[src/rtl/pao_reader_pkg.sv]
// Shared definitions for the pao_reader byte-program core: opcodes,
// instruction lengths, FSM state encoding and ALU operation select.
package pao_reader_pkg;

    // Opcode values of the supported instruction set
    localparam logic [7:0] OP_NOP  = 8'h00;
    localparam logic [7:0] OP_MOV  = 8'h01;
    localparam logic [7:0] OP_ADD  = 8'h02;
    localparam logic [7:0] OP_SUB  = 8'h03;
    localparam logic [7:0] OP_JMP  = 8'h04;
    localparam logic [7:0] OP_JNZ  = 8'h05;
    localparam logic [7:0] OP_INC  = 8'h06;
    localparam logic [7:0] OP_HALT = 8'hFF;

    // Instruction lengths in bytes, sized to add directly onto the pointer
    localparam logic [7:0] LEN_1 = 8'd1;
    localparam logic [7:0] LEN_2 = 8'd2;
    localparam logic [7:0] LEN_3 = 8'd3;

    // Saturation limit of the retired-instruction counter
    localparam logic [15:0] RETIRED_MAX = 16'hFFFF;

    // State encoding doubles as the debug state code
    typedef enum logic [1:0] {
        ST_LOAD  = 2'd0,
        ST_FETCH = 2'd1,
        ST_EXEC  = 2'd2,
        ST_HALT  = 2'd3
    } state_e;

    typedef enum logic [1:0] {
        ALU_ADD = 2'd0,
        ALU_SUB = 2'd1,
        ALU_INC = 2'd2
    } alu_op_e;

    // Widen a state to the 8-bit code reported in debug[31:24]
    function automatic logic [7:0] state_code(input state_e s);
        return {6'd0, s};
    endfunction

endpackage

[src/rtl/pao_alu.sv]
// Combinational 32-bit arithmetic unit for ADD, SUB and INC.
module pao_alu
    import pao_reader_pkg::*;
(
    input  alu_op_e     op,
    input  logic [31:0] a,
    input  logic [31:0] b,
    output logic [31:0] result
);

    // Select the arithmetic result; all operations wrap mod 2^32
    always_comb begin
        // NOTE: default assignment first so no path through the block leaves result unassigned (no latch).
        result = a + b;
        case (op)
            ALU_ADD: result = a + b;
            ALU_SUB: result = a - b;
            ALU_INC: result = a + 32'd1;
            default: result = a + b;
        endcase
    end

endmodule

[src/rtl/pao_reader.sv]
// Byte-program loader and two-cycle-per-instruction execution core.
// Loads a 256-byte program while run is low, then executes it on a
// 4 x 32-bit register file until a HALT instruction or reset.
module pao_reader
    import pao_reader_pkg::*;
(
    output logic [7:0]  iPointer,
    output logic [7:0]  opCode,
    input  logic        clk,
    input  logic        reset,
    output logic [31:0] r0,
    output logic [31:0] r1,
    output logic [31:0] debug,
    input  logic [7:0]  ramAddress,
    input  logic [7:0]  ramValue,
    input  logic        run
);

    logic [7:0]  mem [256];
    logic [31:0] regs [4];
    state_e      state;
    logic [7:0]  last_illegal;
    logic [15:0] retired;

    logic [7:0]  addr1;
    logic [7:0]  addr2;
    logic [7:0]  b1;
    logic [7:0]  b2;
    logic [1:0]  rd_idx;
    logic [1:0]  rs_idx;
    alu_op_e     alu_op;
    logic [31:0] alu_result;

    // Operand bytes follow the opcode; 8-bit sums wrap around the memory
    assign addr1  = iPointer + LEN_1;
    assign addr2  = iPointer + LEN_2;
    assign b1     = mem[addr1];
    assign b2     = mem[addr2];
    assign rd_idx = b1[1:0];
    assign rs_idx = b2[1:0];

    // Map the latched opcode onto an ALU operation
    always_comb begin
        alu_op = ALU_ADD;
        case (opCode)
            OP_SUB:  alu_op = ALU_SUB;
            OP_INC:  alu_op = ALU_INC;
            default: alu_op = ALU_ADD;
        endcase
    end

    pao_alu u_alu (
        .op     (alu_op),
        .a      (regs[rd_idx]),
        .b      (regs[rs_idx]),
        .result (alu_result)
    );

    // Program memory write port, open only in LOAD while run is low
    // NOTE: the memory array is deliberately not reset; its contents must survive reset, and a reset-free array maps onto RAM.
    always_ff @(posedge clk) begin
        if (!reset && state == ST_LOAD && !run) begin
            mem[ramAddress] <= ramValue;
        end
    end

    // Control FSM: load, fetch, execute and halt, with registered outputs
    // NOTE: non-blocking assignments so every branch reads the pre-edge values of the state it updates.
    always_ff @(posedge clk) begin
        if (reset) begin
            state        <= ST_LOAD;
            iPointer     <= '0;
            opCode       <= '0;
            last_illegal <= '0;
            retired      <= '0;
            for (int i = 0; i < 4; i++) begin
                regs[i] <= '0;
            end
        end else begin
            case (state)
                ST_LOAD: begin
                    if (run) begin
                        state <= ST_FETCH;
                    end
                end
                ST_FETCH: begin
                    opCode <= mem[iPointer];
                    state  <= ST_EXEC;
                end
                ST_EXEC: begin
                    state <= ST_FETCH;
                    if (retired != RETIRED_MAX) begin
                        retired <= retired + 16'd1;
                    end
                    case (opCode)
                        OP_NOP: iPointer <= iPointer + LEN_1;
                        OP_MOV: begin
                            regs[rd_idx] <= {24'd0, b2};
                            iPointer     <= iPointer + LEN_3;
                        end
                        OP_ADD, OP_SUB: begin
                            regs[rd_idx] <= alu_result;
                            iPointer     <= iPointer + LEN_3;
                        end
                        OP_JMP: iPointer <= b1;
                        OP_JNZ: iPointer <= (regs[rd_idx] != '0) ? b2 : iPointer + LEN_3;
                        OP_INC: begin
                            regs[rd_idx] <= alu_result;
                            iPointer     <= iPointer + LEN_2;
                        end
                        OP_HALT: state <= ST_HALT;
                        default: begin
                            last_illegal <= opCode;
                            iPointer     <= iPointer + LEN_1;
                        end
                    endcase
                end
                ST_HALT: state <= ST_HALT;
                default: state <= ST_LOAD;
            endcase
        end
    end

    assign r0    = regs[0];
    assign r1    = regs[1];
    assign debug = {state_code(state), last_illegal, retired};

endmodule

[config.mk]
export PLATFORM = sky130hd
export DESIGN_NAME = pao_reader
export DESIGN_NICKNAME = d
export VERILOG_FILES = /design/src/rtl/pao_reader_pkg.sv /design/src/rtl/pao_alu.sv /design/src/rtl/pao_reader.sv
export SDC_FILE = /design/constraint.sdc
export NUM_CORES = 2
export LEC_CHECK = 0
export BUFFER_PORTS_ARGS = -buffer_cell sky130_fd_sc_hd__buf_2
export CELL_PAD_IN_SITES_DETAIL_PLACEMENT = 1
export CELL_PAD_IN_SITES_GLOBAL_PLACEMENT = 2
export CORE_UTILIZATION = 36
export DETAILED_ROUTE_END_ITERATION = 6
export GPL_TIMING_DRIVEN = 0
export PLACE_DENSITY_LB_ADDON = 0.1
export REMOVE_ABC_BUFFERS = 1
export SLEW_MARGIN = 40
export SYNTH_ARGS = -nofsm -noshare
export SYNTH_HDL_FRONTEND = slang
export SYNTH_SLANG_ARGS = --single-unit
[constraint.sdc]
create_clock -name clk -period 12.7 [get_ports clk]
set_input_delay 0.635 -clock clk [delete_from_list [all_inputs] [get_ports clk]]
set_output_delay 0.635 -clock clk [all_outputs]
set_load 0.02 [all_outputs]
==> metrics <==
status=complete, no violations; Hold Slack=0.0961 ns; first-pass GRT wire length=646 mm; crit-path max cell delay=0.63 ns; RSZ-0062 raised after global routing=false; number of global-route vias before repair=77500; post-route setup slack=0.649 ns; clk slew on worst S/H paths=~0.06 ns; Switch Pwr=0.00551 W; switching share of total power=0.279; pin slew with the least headroom to its limit=0.946 ns; Startpoint Class=flop; WL/cell=40.0 µm; Detailed Routing Iterations Pass 1=6; max-slew violations=0; hold path startpoint=run; Worst EP required=13.34 ns; Crit-path slowest cell=mux4_2; Die Ht=588 µm; grt ovf=0; r2r endpoint=regs[1][28]; peak supply drop=91.7 µV; critical path class=reg2reg; Initial Util=0.363; Hold EP=state[0]; Synth Register Bits=2218; pwr dens=136 nW/µm²; fin area=145000 µm²; clock latency on the worst-skew pair=0.94 ns; Tmin final=12.05 ns; Vias=75800; clk sink count=roughly 2200; die area=346000 µm²; fin crit share=0.949; ys async rst share=0; Clock Path Buffers=4; routability-driven placement congestion ratio=0.788; part of the power in the clock network=0.399; Syn Inst Count=6676; synth warn=0; Horiz. Die Dim=588 µm; nets@finish=6957; Crit Path Max Fanout=37; R2R depth=39; number of fill cells in the layout=~32000; Comb power frac=0.191; initial antenna violation count=13; # rows=roughly 210; Max Freq=83.0 MHz; pre-CTS setup slack=-0.435 ns; PortBufs=124; unique cell type count in the Yosys netlist=87; TritonCTS Buffers=276; via density per instance=6.50; Initial DRC Count=8592; clock tree from TritonCTS=done; largest net degree at the start of global routing=97; Root Buffer=clkbuf_16; DRC=0; relative slew slack=0.351; Leak=43.2 nW; main flop type after synthesis=edfxtp_1; Syn Area/Cell=18.5 µm²; Synth Cell Area=roughly 120000 µm²; Critical Path End Type=flop; share of layout cells above drive strength 1=0.460; CP arrival=between 10 and 15 ns; worst r2r src=iPointer[1]; Hold WC Path Type=in2reg; Max Cap Viol=0; io pins=131; CTS HTree Levels=5; hold path cells=3; Fin. Hold Viols=0; core area=341000 µm²; WL final=467 mm; Area after DPL=136000 µm²; sequential share of the synthesized area=0.535; hpwl dp=328 mm; # setup viols final=0; R2R Setup Slk=roughly 0.65 ns; Reg power frac=0.410; Post-synth EDFFs=2176; Setup Skew=about 0.051 ns; antenna-violating nets left=0; Area Growth Syn to Fin=17.5%; CP most frequent cell=buf_12; GR Util All Layers=0.268; Int Pwr=roughly 0.014 W
## logic make-up after synthesis
group | synth area share
simple gates | 0.0326
mux | 0.373
flops | 0.535
other cells | 0.0000303
xor+xnor | 0.00443
buf+inv | 0.0241
compound gates | 0.0263
fa+ha+maj | 0.00411
## critical path, delay by kind of cell, from the launching register on
family / cells / cell delay (ns)
buffers and inverters: 15 / 3.34
AO/OA/AOI/OAI: 10 / 2.77
multiplexers: 4 / 2.08
AND/OR/NAND/NOR: 6 / 1.19
adder cells (fa/ha/maj): 3 / 1.18
flip-flops: 1 / 0.53
XOR/XNOR: 1 / 0.36
## per-stage QoR
stage / util / setup TNS, ns / std cells / power (W)
3_3_place_gp: 0.373 / - / 10700 / 0.0156
3_5_place_dp: 0.400 / -1.74 / 11100 / 0.0120
5_1_grt: 0.426 / 0 / 11700 / 0.0203
6_report: 0.426 / 0 / 11700 / 0.0197
2_1_floorplan: - / - / 6077 / 0.0131
4_1_cts: 0.426 / 0 / 11700 / 0.0199
## routing by layer
metal  routed length [µm]  vias to the layer above  global-route usage
met4                18800                        8              0.0947
li1                     -                    29600                   -
met2               221000                     3488               0.430
met1               191000                    42000               0.364
met5                  155                        -             0.00219
met3                35600                      670              0.0527
## power by group through the flow
stage	Clock, W	Combinational, W	Sequential [W]
floorplan	0	0.00462	0.00844
global placement	0	0.00700	0.00857
detailed placement	0	0.00376	0.00825
CTS	0.00802	0.00378	0.00810
global route	0.00825	0.00396	0.00810
finish	0.00788	0.00377	0.00810
## state kept, by name (all words and copies together), names as in the netlist
signal,count
regs,128
state,2
iPointer,8
retired,16
last_illegal,8
opCode,8
mem,2048
## cells in the mapped netlist, types with 49 or more instances
cell type	number	area (µm²)
a21oi_1	131	656
buf_1	100	375
buf_2	137	686
clkbuf_1	321	1200
edfxtp_1	2176	65300
inv_1	74	278
mux2_2	75	845
mux2i_1	316	3160
mux4_2	1867	42000
nand2_1	260	976
nand3_1	66	330
nor2_1	437	1640
nor3_1	49	245
o21ai_0	66	330
o22ai_1	55	344
## cell type report
type	instances	area, µm²	share of cell area
diodes	12	30.0	0.000207
well taps	4536	5680	0.0391
multi-input cells	3783	56800	0.391
repair buffers	543	7380	0.0508
flip-flops and latches	2218	66200	0.456
clock buffers	336	7400	0.0509
inverters	76	298	0.00205
clock inverters	166	1450	0.00998
## worst max-delay path by stage
stage                     cells after the start   startpoint  slack [ns]          end
after floorplan                               5  iPointer[0]      -76.56   regs[1][0]
after CTS                                    41  iPointer[1]        0.18  regs[0][31]
final                                        39  iPointer[1]        0.65  regs[1][28]
after global routing                         39  iPointer[1]        0.04  regs[0][30]
after detailed placement                     41  iPointer[1]       -0.44  regs[0][31]
after global placement                        5  iPointer[0]     -124.64  regs[1][29]
## layout by cell type (no fill, tap or decap), drive strengths merged, types with 89 or more instances in the layout
| cell | instances |
|---|---|
| nor2 | 438 |
| edfxtp | 2176 |
| inv | 89 |
| mux2i | 316 |
| clkbuf | 336 |
| buf | 535 |
| a21oi | 131 |
| clkinv | 123 |
| nand2 | 261 |
| mux4 | 1867 |
## what timing repair did
action,in CTS,in global routing
hold buffers,4,0
hold endpoints to repair,54,0
resized for setup,5,2
endpoints found under the setup margin,11,16
pin swaps,1,2
gates cloned,0,0
setup buffers,1,3
Note: power is estimated with default switching activity, not from simulation.
